--- src/rtl/aud_in_multi.sv ---
// Audio ADC capture: generates BCLK/ADCLRCK from MCLK, deserialises left-justified
// ADCDAT and writes mono/stereo samples into an address window via a valid/ack port.
module aud_in_multi #(
  parameter int DATA_W   = 16,
  parameter int SLOT_W   = 32,
  parameter int BCLK_DIV = 24,
  parameter int ADDR_W   = 18
) (
  input  logic              MCLK,
  input  logic              reset,
  input  logic              enable,
  input  logic              stereo,
  input  logic              loop,
  input  logic [ADDR_W-1:0] AUD_ADDR1,
  input  logic [ADDR_W-1:0] AUD_ADDR2,
  output logic              AUD_BCLK,
  output logic              AUD_ADCLRCK,
  input  logic              AUD_ADCDAT,
  output logic [ADDR_W-1:0] MEM_ADDR,
  output logic [DATA_W-1:0] MEM_DATA,
  output logic              MEM_WE,
  input  logic              MEM_ACK,
  output logic              overrun,
  output logic              done
);

  localparam int DIV_W = $clog2(2*BCLK_DIV);
  localparam int BIT_W = $clog2(SLOT_W+1);
  localparam logic [DIV_W-1:0] RISE_CNT = DIV_W'(BCLK_DIV-1);
  localparam logic [DIV_W-1:0] FALL_CNT = DIV_W'(2*BCLK_DIV-1);
  localparam logic [BIT_W-1:0] LAST_BIT = BIT_W'(SLOT_W-1);
  localparam logic [BIT_W-1:0] LAST_DAT = BIT_W'(DATA_W-1);
  localparam logic [BIT_W-1:0] DATA_LIM = BIT_W'(DATA_W);

  typedef enum logic [2:0] {S_IDLE, S_ARM, S_SYNC, S_RUN, S_DONE} state_t;

  state_t            state;
  logic [DIV_W-1:0]  div;
  logic [BIT_W-1:0]  bit_cnt;
  logic [DATA_W-1:0] shreg;
  logic [ADDR_W-1:0] start_q;
  logic [ADDR_W-1:0] end_q;
  logic              stereo_q;
  logic              loop_q;

  logic              rise_tick;
  logic              fall_tick;
  logic              bit_wrap;
  logic              sample_done;
  logic              frame_start;
  logic              want_ch;
  logic [DATA_W-1:0] sample_word;
  logic [ADDR_W-1:0] addr_inc;
  logic              ack_now;
  logic              at_end;
  logic              finishing;

  assign rise_tick   = (div == RISE_CNT);
  assign fall_tick   = (div == FALL_CNT);
  assign bit_wrap    = (bit_cnt == LAST_BIT);
  assign sample_done = rise_tick && (bit_cnt == LAST_DAT);
  // ADCLRCK is about to fall: the next slot is a left slot
  assign frame_start = fall_tick && bit_wrap && AUD_ADCLRCK;
  assign want_ch     = !AUD_ADCLRCK || stereo_q;
  assign sample_word = (shreg << 1) | DATA_W'(AUD_ADCDAT);
  assign addr_inc    = MEM_ADDR + ADDR_W'(1);
  assign ack_now     = MEM_WE && MEM_ACK;
  assign at_end      = (addr_inc == end_q);
  assign finishing   = ack_now && at_end && !loop_q;

  // Serial clocks and shifter run from reset regardless of recording state
  always_ff @(posedge MCLK) begin
    if (reset) begin
      div         <= '0;
      AUD_BCLK    <= 1'b0;
      bit_cnt     <= '0;
      AUD_ADCLRCK <= 1'b1;
      shreg       <= '0;
    end else begin
      if (fall_tick) div <= '0;
      else           div <= div + DIV_W'(1);

      if (rise_tick)      AUD_BCLK <= 1'b1;
      else if (fall_tick) AUD_BCLK <= 1'b0;

      if (fall_tick) begin
        if (bit_wrap) begin
          bit_cnt     <= '0;
          AUD_ADCLRCK <= ~AUD_ADCLRCK;
        end else begin
          bit_cnt <= bit_cnt + BIT_W'(1);
        end
      end

      if (rise_tick && (bit_cnt < DATA_LIM)) shreg <= sample_word;
    end
  end

  always_ff @(posedge MCLK) begin
    if (reset) begin
      state    <= S_IDLE;
      MEM_WE   <= 1'b0;
      MEM_ADDR <= '0;
      MEM_DATA <= '0;
      overrun  <= 1'b0;
      done     <= 1'b0;
      start_q  <= '0;
      end_q    <= '0;
      stereo_q <= 1'b0;
      loop_q   <= 1'b0;
    end else begin
      case (state)
        S_IDLE: begin
          done   <= 1'b0;
          MEM_WE <= 1'b0;
          if (enable) state <= S_ARM;
        end

        S_ARM: begin
          start_q  <= AUD_ADDR1;
          end_q    <= AUD_ADDR2;
          stereo_q <= stereo;
          loop_q   <= loop;
          overrun  <= 1'b0;
          MEM_ADDR <= AUD_ADDR1;
          if (AUD_ADDR1 >= AUD_ADDR2) begin
            state <= S_DONE;
            done  <= 1'b1;
          end else begin
            state <= S_SYNC;
          end
        end

        S_SYNC: begin
          if (!enable)          state <= S_IDLE;
          else if (frame_start) state <= S_RUN;
        end

        S_RUN: begin
          if (ack_now) begin
            MEM_WE   <= 1'b0;
            MEM_ADDR <= (at_end && loop_q) ? start_q : addr_inc;
          end
          if (!enable) begin
            // let an outstanding write drain before going idle
            if (!MEM_WE || MEM_ACK) state <= S_IDLE;
          end else if (finishing) begin
            state <= S_DONE;
            done  <= 1'b1;
          end else if (sample_done && want_ch) begin
            if (!MEM_WE || MEM_ACK) begin
              MEM_DATA <= sample_word;
              MEM_WE   <= 1'b1;
            end else begin
              overrun <= 1'b1;
            end
          end
        end

        S_DONE: begin
          MEM_WE <= 1'b0;
          if (!enable) begin
            state <= S_IDLE;
            done  <= 1'b0;
          end
        end

        default: state <= S_IDLE;
      endcase
    end
  end

endmodule

--- config.mk ---
export PLATFORM = sky130hd
export DESIGN_NAME = aud_in_multi
export DESIGN_NICKNAME = d
export VERILOG_FILES = /design/src/rtl/aud_in_multi.sv
export SDC_FILE = /design/constraint.sdc
export NUM_CORES = 1
export LEC_CHECK = 0
export CORE_MARGIN = 5
export CORE_UTILIZATION = 40
export DETAILED_ROUTE_END_ITERATION = 8
export DONT_BUFFER_PORTS = 1
export PLACE_DENSITY = 0.62
export SLEW_MARGIN = 10
export SYNTH_ARGS = -nofsm -noshare
export SYNTH_HDL_FRONTEND = slang
export SYNTH_SLANG_ARGS = --single-unit
--- constraint.sdc ---
create_clock -name MCLK -period 2.85 [get_ports MCLK]
set_clock_uncertainty 0.05 [all_clocks]
set_input_delay 0.57 -clock MCLK [delete_from_list [all_inputs] [get_ports MCLK]]
set_output_delay 0.57 -clock MCLK [all_outputs]
set_load 0.1 [all_outputs]
**Word-level counts from Yosys, hierarchy flattened**

Cells that the tools add are included.

- Bits in registers: 107
- Memories kept: 0
- Bits in read-only memories: 0
- Input port bits: 43
- RAM bits: 0
- Output and inout port bits: 39
- Latch bits: 0

- Reductions and logical operators: 27
- Muxes and demuxes: 31
- Add/subtract/negate cells: 3
- Div/mod/pow operators: 0
- Multiply operators: 0
- Shift-type cells: 0
- Bitwise gates (word level): 3
- Magnitude comparators: 2
- Equal/unequal tests: 21

Operators by type and width:

| kind | number |
|---|---|
| two-way mux 18 bit | 2 |
| one-hot mux 18 bit (2 select lines) | 1 |
| two-way mux 3 bit | 8 |
| AND reduction 5 bit | 4 |
| adder 18 x 1 -> 18 bit (second input constant) | 1 |
| equality test 18 bit | 1 |
| >= comparator 18 bit | 1 |
| inequality test 2 bit (second input constant) | 9 |
| OR 16 x 1 -> 16 bit | 1 |
| two-way mux 1 bit | 15 |
| one-hot mux 3 bit (5 select lines) | 1 |
| adder 6 x 1 -> 6 bit (second input constant) | 2 |
| equality test 6 x 5 -> 1 bit (second input constant) | 2 |
| logical AND 1 bit | 9 |
| inequality test 3 bit (second input constant) | 3 |
| equality test 3 x 2 -> 1 bit (second input constant) | 2 |
| equality test 6 x 4 -> 1 bit (second input constant) | 1 |
| equality test 6 bit (second input constant) | 1 |
| less-than comparator 6 x 5 -> 1 bit (second input constant) | 1 |
| two-way mux 6 bit | 1 |
| nonzero test 2 bit | 3 |
| one-hot mux 1 bit (2 select lines) | 2 |
| one-hot mux 1 bit (4 select lines) | 1 |
| AND reduction 2 bit | 2 |
| 8 further kinds | 13 |

**Longest topological paths before layout**

Gate-level depths: netlist (run 1).

- Depth after elaboration: 7
- Depth in mapped cells: 11

**Worst setup path after synthesis (run 1)**

No wires, ideal clock.

- Path type: register to register
- From: register MEM_ADDR[2]
- To: register MEM_DATA[10]
- Stages on the path, launching flop included: 11
- Required time: 2680 ps
- Setup time: 120 ps
- Data arrival time: 3392 ps
- Path slack: -712 ps
- Cell sequence: dfxtp_1 -> buf_2 -> and4_4 -> and3_4 -> and4_4 -> xor3_1 -> nor4_4 -> and3_1 -> o22ai_4 -> buf_6 -> mux2i_1

- Word-level cells in the longest chain between the ends: 6

RTL lines:

| item | line | text |
|---|---|---|
| start, declared | 19 | `output logic [ADDR_W-1:0] MEM_ADDR,` |
| start signal, assigned | 142 | `MEM_ADDR <= (at_end && loop_q) ? start_q : addr_inc;` |
| adder 18 x 1 -> 18 bit | 66 | `assign addr_inc = MEM_ADDR + ADDR_W'(1);` |
| equality test 18 bit | 68 | `assign at_end = (addr_inc == end_q);` |
| logical AND 1 bit (2 in series) | 69 | `assign finishing = ack_now && at_end && !loop_q;` |
| inverter 1 bit (no source line) | -- |  |
| AND reduction 5 bit (no source line) | -- |  |
| end signal, assigned | 152 | `MEM_DATA <= sample_word;` |
| end, declared | 20 | `output logic [DATA_W-1:0] MEM_DATA,` |

No other way between the ends.
A chain may end at the register's enable or synchronous reset.

**Worst setup path after layout (run 1)**

- From: register MEM_ADDR[1]
- To: register MEM_ADDR[10]

- Word-level cells in the longest chain between the ends: 6

RTL lines:

| item | line | text |
|---|---|---|
| adder 18 x 1 -> 18 bit * | 66 |  |
| equality test 18 bit | 68 |  |
| logical AND 1 bit | 142 |  |
| two-way mux 18 bit * | 142 |  |
| two-way mux 18 bit * | 140 | `if (ack_now) begin` |
| one-hot mux 18 bit (2 select lines) * | 112 | `case (state)` |

Every way passes the cells marked *; elsewhere a longest branch is shown, timed or not. The select of a mux whose other input is x is not followed.

==> results of run 1 <==
[cells in the final DEF, fill, tap and decap left out, drive strengths merged, types with 3 or more instances in the layout]
| cell type | count |
|---|---|
| a21o | 3 |
| a21oi | 63 |
| a31oi | 14 |
| a41oi | 5 |
| and2 | 3 |
| and3 | 6 |
| and4 | 8 |
| buf | 45 |
| clkbuf | 9 |
| dfxtp | 107 |
| ha | 21 |
| inv | 30 |
| mux2 | 11 |
| mux2i | 19 |
| nand2 | 179 |
| nand2b | 24 |
| nand3 | 22 |
| nand4 | 12 |
| nand4b | 4 |
| nor2 | 20 |
| nor2b | 7 |
| nor3 | 14 |
| nor4 | 3 |
| o211ai | 3 |
| o21ai | 27 |
| xnor2 | 27 |
| xnor3 | 3 |
| xor2 | 12 |
[stage by stage]
stage                     util, %  setup TNS [ns]  area [um^2]  power [mW]  cells
after floorplan                 -         -0.6124         5869       2.239    716
after global placement      43.37               0         6232       2.374    898
after detailed placement    43.37               0         6232       2.387    898
after CTS                   45.39               0         6523       3.643    914
after global routing        46.26         -0.1929         6648       3.798    918
final                       46.26               0         6648       3.629    918
[path summary, 6_finish.rpt]
check / end / from / slack, ns / cells past startpoint
setup / recovery: MEM_ADDR[10] / MEM_ADDR[1] / 0.11 / 11
hold / removal: shreg[12] / reset / 0.22 / 1
setup reg to reg: MEM_ADDR[10] / MEM_ADDR[1] / 0.11 / 11
hold reg to reg: stereo_q / stereo_q / 0.40 / 2
[cells by family (layout without fill, tap and decap cells)]
| family | count (synthesis) | count (layout) |
|---|---|---|
| compound gates | 137 | 137 |
| flops | 107 | 107 |
| xor+xnor | 43 | 43 |
| mux | 30 | 30 |
| buf+inv | 70 | 86 |
| simple gates | 308 | 310 |
| fa+ha+maj | 21 | 21 |
[registers in the layout, indices dropped and copies added, names as in the netlist]
register,flops
state,3
MEM_WE,1
start_q,18
stereo_q,1
AUD_BCLK,1
bit_cnt,6
overrun,1
AUD_ADCLRCK,1
shreg,15
end_q,18
div,6
done,1
loop_q,1
MEM_DATA,16
MEM_ADDR,18
[repair_timing]
item	in CTS	in global routing
endpoints found under the setup margin	0	14
buffers inserted	0	2
gates resized for setup	0	18
[power groups by stage]
| stage | logic (mW) | clock network (mW) | registers (mW) |
|---|---|---|---|
| final | 0.740 | 1.24 | 1.65 |
| after detailed placement | 0.710 | 0 | 1.68 |
| after floorplan | 0.380 | 0 | 1.86 |
| after CTS | 0.714 | 1.29 | 1.64 |
| after global routing | 0.798 | 1.34 | 1.66 |
| after global placement | 0.700 | 0 | 1.67 |
[worst max-delay path, stage by stage, from the launching register on]
cell      delay (ns)
dfxtp_4         0.37
ha_2            0.18
buf_4           0.16
o21ba_2         0.21
a22oi_2         0.13
o221ai_2        0.11
nand4b_1        0.29
nor4_4          0.43
buf_6           0.19
nand2_8         0.09
mux2_2          0.29
a31oi_1         0.15
[routing by layer]
metal / vias to the layer above / wire (um) / GRT usage (%)
met1: 2349 / 6491 / 22.04
li1: 2483 / - / -
met3: 15 / 1120 / 6.016
met2: 127 / 7451 / 30.60
met4: 0 / 186 / 4.356
met5: - / 0 / 0
[cell type report]
class	instances	area (um^2)
Fill cell	1402	7721
Clock buffer	9	225.2
Timing Repair Buffer	45	372.9
Tap cell	184	230.2
Multi-Input combinational cell	541	3467
Inverter	25	93.84
Clock inverter	7	65.06
Sequential cell	107	2193
==> flow_metrics.py, run 1 <==
metrics = {
    "placed_design": {
        "place_congestion": 0.9242,
        "portBuffers": 0,
        "dpl_worst_slack_ns": 0.1142,
        "dp_hpwl_mm": 10.72,
    },
    "clock_network": {
        "numCtsBuffers": 9,
        "root_buffer": "clkbuf_16",
        "clockBufferDepth": 2,
        "ctsHoldBuffers": 0,
        "cts.sinks": 107,
        "path_clk_slew_ns": 0.08,
        "cts_tree": "yes",
        "cts_max_level": 3,
        "clk_latency_ns": 0.36,
    },
    "sta": {
        "holdWs_ns": 0.2151,
        "slew_headroom_pct": 33.65,
        "setup_viol": 0,
        "layout_setup_ws_ns": 0.1100,
        "fmax_ghz": 0.3650,
        "period_share_pct": 96.14,
        "fin_crit_ns": 2.740,
        "final-hold-violation-count": 0,
        "worst_slew_pin_slew_ns": 0.9938,
        "slew_viol_final": 0,
    },
    "global_routing": {
        "grt_overflow": 0,
        "grt_pass1_wl_mm": 24.30,
        "grt_use_total_pct": 17.97,
        "antenna_found_initial": 0,
        "grt_pass1_vias": 4870,
        "grt_max_degree": 72,
    },
    "logic_synthesis": {
        "synthTopCellsByArea": "dfxtp_1, nand2_1, a21oi_1, ha_1, xnor2_1",
        "synth_top_family_by_area": "simple AND/OR/NAND/NOR gates",
        "synth_edf_count": 0,
        "ys_types": 63,
        "synth-xor-area-share_pct": 7.463,
        "synth_seq_cells": 107,
        "synth.cells.most_frequent": "nand2_1, dfxtp_1, a21oi_1",
        "synth_mux_area_share_pct": 5.608,
        "synthAdderAreaFrac_pct": 4.530,
        "syn_nets": 780,
        "yosysTopAreaCell": "dfxtp_1",
        "synthFlopType": "dfxtp_1",
        "synth_top_area_share_pct": 36.93,
        "synth_most_common_cell": "nand2_1",
        "synth_cells": 716,
        "synth_area_per_cell_um2": 8.101,
        "yosysWarningCount": 0,
        "seq_area_frac_synth_pct": 36.93,
        "synth_compound_area_share_pct": 14.62,
        "async_flop_share_pct": 0,
        "synth_area_um2": 5801,
        "synth_simple_gate_area_share_pct": 25.65,
    },
    "power": {
        "power_density_nw_per_um2": 546.0,
        "p_clk_share_pct": 34.2,
        "netSwitchingFraction_pct": 33.08,
        "switchingPower_mw": 1.201,
        "ir_drop_mv": 0.4019,
        "p_int_mw": 2.429,
        "combinationalPowerShare_pct": 20.4,
        "seqPwrFrac_pct": 45.4,
        "power.leakage_nw": 2.426,
    },
    "floorplanning": {
        "placeableCoreArea_um2": 14370,
        "start_util_pct": 40.37,
        "die_y_um": 130.4,
        "dieWidth_um": 130.4,
        "io_pins": 82,
        "rows": 44,
        "die-area_um2": 17010,
    },
    "job": {
        "max_cap_violations": 0,
    },
    "worst_setup_path": {
        "crit_required_ns": 3.08,
        "start_kind": "flop",
        "crit_arrival_ns": 2.97,
        "critPathCaptureType": "flop",
        "cp_max_fo": 9,
        "crit_type": "flop to flop",
    },
    "cells_and_area": {
        "drive_gt1_share_pct": 16.49,
        "antennaDiodeCount": 0,
        "num-nets-final": 793,
        "syn_to_final_growth_pct": 14.60,
    },
    "status": {
        "status": "finished clean",
    },
    "detailed_routing": {
        "drt_wl_total_mm": 15.25,
        "drc": 0,
        "viasPerCell": 5.418,
        "num_vias": 4974,
        "ant_nets": 0,
        "drtPass1Iterations": 5,
        "drt_iter0_markers": 311,
        "routedWlPerCell_um": 16.61,
    },
    "min_path": {
        "hold_class": "input pin to flop",
    },
}
No activity file was read; power rests on OpenSTA's default activity.
==> run 2, diff against run 1 <==
--- a/config.mk
+++ b/config.mk
@@ -5,6 +5,7 @@
 export SDC_FILE = /design/constraint.sdc
 export NUM_CORES = 1
 export LEC_CHECK = 0
+export CAP_MARGIN = 20
 export CORE_MARGIN = 5
 export CORE_UTILIZATION = 40
 export DETAILED_ROUTE_END_ITERATION = 8
==> results of run 2 <==
The final DEF is identical to that of run 1; final timing and power are the same.
==> run 3, diff against run 2 <==
==> constraint.sdc (replaced) <==
create_clock -name MCLK -period 2.4 [get_ports MCLK]
set_clock_uncertainty 0.05 [all_clocks]
set_input_delay 0.48 -clock MCLK [delete_from_list [all_inputs] [get_ports MCLK]]
set_output_delay 0.48 -clock MCLK [all_outputs]
set_load 0.1 [all_outputs]
==> run 3 against run 2 <==
  * The run now ends with setup timing left
  * Count of clock-buffer cells in the layout up 2
  * Critical path depth unchanged
  * Power up 25%
  * Sequential power up 18%
  * Sequential share of layout area down 3.0 points
  * Via count up 6.9%
  * Largest power group unchanged
  * Highest routed layer unchanged
==> flow_metrics.py, run 3 (synthesis results as in run 1) <==
metrics = {
    "detailed_routing": {
        "drt_iter0_markers": 199,
        "drt_wl_total_mm": 16.20,
        "drtPass1Iterations": 4,
        "viasPerCell": 5.386,
        "routedWlPerCell_um": 16.42,
        "ant_nets": 0,
        "num_vias": 5316,
        "drc": 0,
    },
    "cells_and_area": {
        "final_cell_mix": "nand2_1, buf_4, dfxtp_1, a21oi_1, o21ai_0",
        "regArea_um2": 2193,
        "reg_top3": "MEM_ADDR x18, end_q x18, start_q x18",
        "antennaDiodeCount": 0,
        "layout_commonest_cell": "nand2_1",
        "syn_to_final_growth_pct": 26.16,
        "fillCellCount": 1323,
        "post-route-util_pct": 50.93,
        "drive_gt1_share_pct": 24.91,
        "num-nets-final": 862,
        "multi_input_area_um2": 3546,
    },
    "placed_design": {
        "dp_hpwl_mm": 11.44,
        "portBuffers": 0,
        "dpl_worst_slack_ns": -0.4084,
        "place_congestion": 0.9151,
    },
    "sta": {
        "layout_setup_ws_ns": -0.2225,
        "holdWs_ns": 0.1322,
        "rsz0062_at_grt": "yes",
        "slew_headroom_pct": 65.31,
        "worst_slew_pin_slew_ns": 0.5181,
        "fin_crit_ns": 2.623,
        "final-hold-violation-count": 0,
        "period_share_pct": 109.3,
        "tns_ns": -5.906,
        "fmax_ghz": 0.3813,
        "slew_viol_final": 0,
        "setup_viol": 39,
    },
    "worst_setup_path": {
        "start_kind": "flop",
        "crit_type": "flop to flop",
        "cp.buffers_inverters": 3,
        "crit_chain": "buf_6 -> and4_4 -> and3_4 -> and4_4 -> xor3_2 -> nor4_4 -> buf_6 -> buf_12 -> nand2_8 -> mux2_4 -> a31oi_1",
        "cpPeakStageDelay_ns": 0.37,
        "crit_arrival_ns": 2.86,
        "cp_max_fo": 9,
        "slowest_stage": "dfxtp_4",
        "critPathCaptureType": "flop",
        "crit_required_ns": 2.64,
        "cp_top_family": "simple AND/OR/NAND/NOR gates",
    },
    "status": {
        "status": "finished, violations left",
        "violations": "setup timing",
    },
    "global_routing": {
        "grt_max_degree": 72,
        "antenna_found_initial": 0,
        "grt_use_total_pct": 19.25,
        "grt_pass1_vias": 5331,
        "grt_pass1_wl_mm": 25.96,
        "grt_overflow": 0,
    },
    "clock_network": {
        "cts.sinks": 107,
        "path_clk_slew_ns": 0.08,
        "numCtsBuffers": 9,
        "clockBufferDepth": 2,
        "cts_tree": "yes",
        "cts_max_level": 3,
        "ctsHoldBuffers": 0,
        "clk_latency_ns": 0.36,
        "root_buffer": "clkbuf_16",
    },
    "power": {
        "power_density_nw_per_um2": 618.5,
        "ir_drop_mv": 0.4105,
        "power_mw": 4.526,
        "power.leakage_nw": 2.810,
    },
    "floorplanning": {
        "placeableCoreArea_um2": 14370,
        "io_pins": 82,
        "die_y_um": 130.4,
        "dieWidth_um": 130.4,
        "rows": 44,
        "die-area_um2": 17010,
        "start_util_pct": 40.37,
    },
    "min_path": {
        "hold_class": "input pin to flop",
    },
    "job": {
        "max_cap_violations": 0,
    },
}
-- run 3: changes by cell type in the layout (fill, tap and decap cells not counted), sizes merged --
cell	before	now
buf	45	114
clkbuf	9	12
inv	30	28
nand2	179	178
-- run 3: worst paths after layout --
kind                     from           end  slack, ns  cells past startpoint
setup reg to reg  MEM_ADDR[1]  MEM_ADDR[17]      -0.22                     11
hold / removal          reset     shreg[12]       0.13                      1
hold reg to reg    start_q[7]    start_q[7]       0.40                      2
setup / recovery  MEM_ADDR[1]  MEM_ADDR[17]      -0.22                     11
-- run 3: through the flow --
step | area (um^2) | cells
after global routing | 7318 | 987
after detailed placement | 6678 | 955
after floorplan | 5874 | 716
final | 7318 | 987
after CTS | 7177 | 981
after global placement | 6678 | 955
-- run 3: cell type report --
| type | instances | share of cell area (%) |
|---|---|---|
| timing repair buffer | 115 | 13.01 |
| clock inverter | 5 | 0.6668 |
| tap | 184 | 3.146 |
| clock buffer | 11 | 3.471 |
| sequential | 107 | 29.97 |
| inverter | 25 | 1.282 |
| multi-input combinational | 540 | 48.45 |
-- run 3: what timing repair did --
action	in CTS	in global routing
gates cloned	2	0
resized for setup	21	16
pin swaps	22	13
endpoints found under the setup margin	39	39
setup buffers	8	6
-- run 3: metal layers --
metal | up-vias | track usage (%) | part of all wire (%)
met2 | 120 | 33.61 | 50
met4 | 0 | 5.142 | 1.6
met5 | - | 0 | 0
met1 | 2550 | 22.83 | 41
met3 | 16 | 6.260 | 6.8
li1 | 2630 | - | -
-- run 3: where the power goes --
group | leakage [nW] | switching [mW] | internal, mW | total, mW
Sequential | 0.879 | 0.0784 | 1.86 | 1.94
Clock | 0.150 | 0.732 | 0.793 | 1.52
Combinational | 1.78 | 0.649 | 0.414 | 1.06
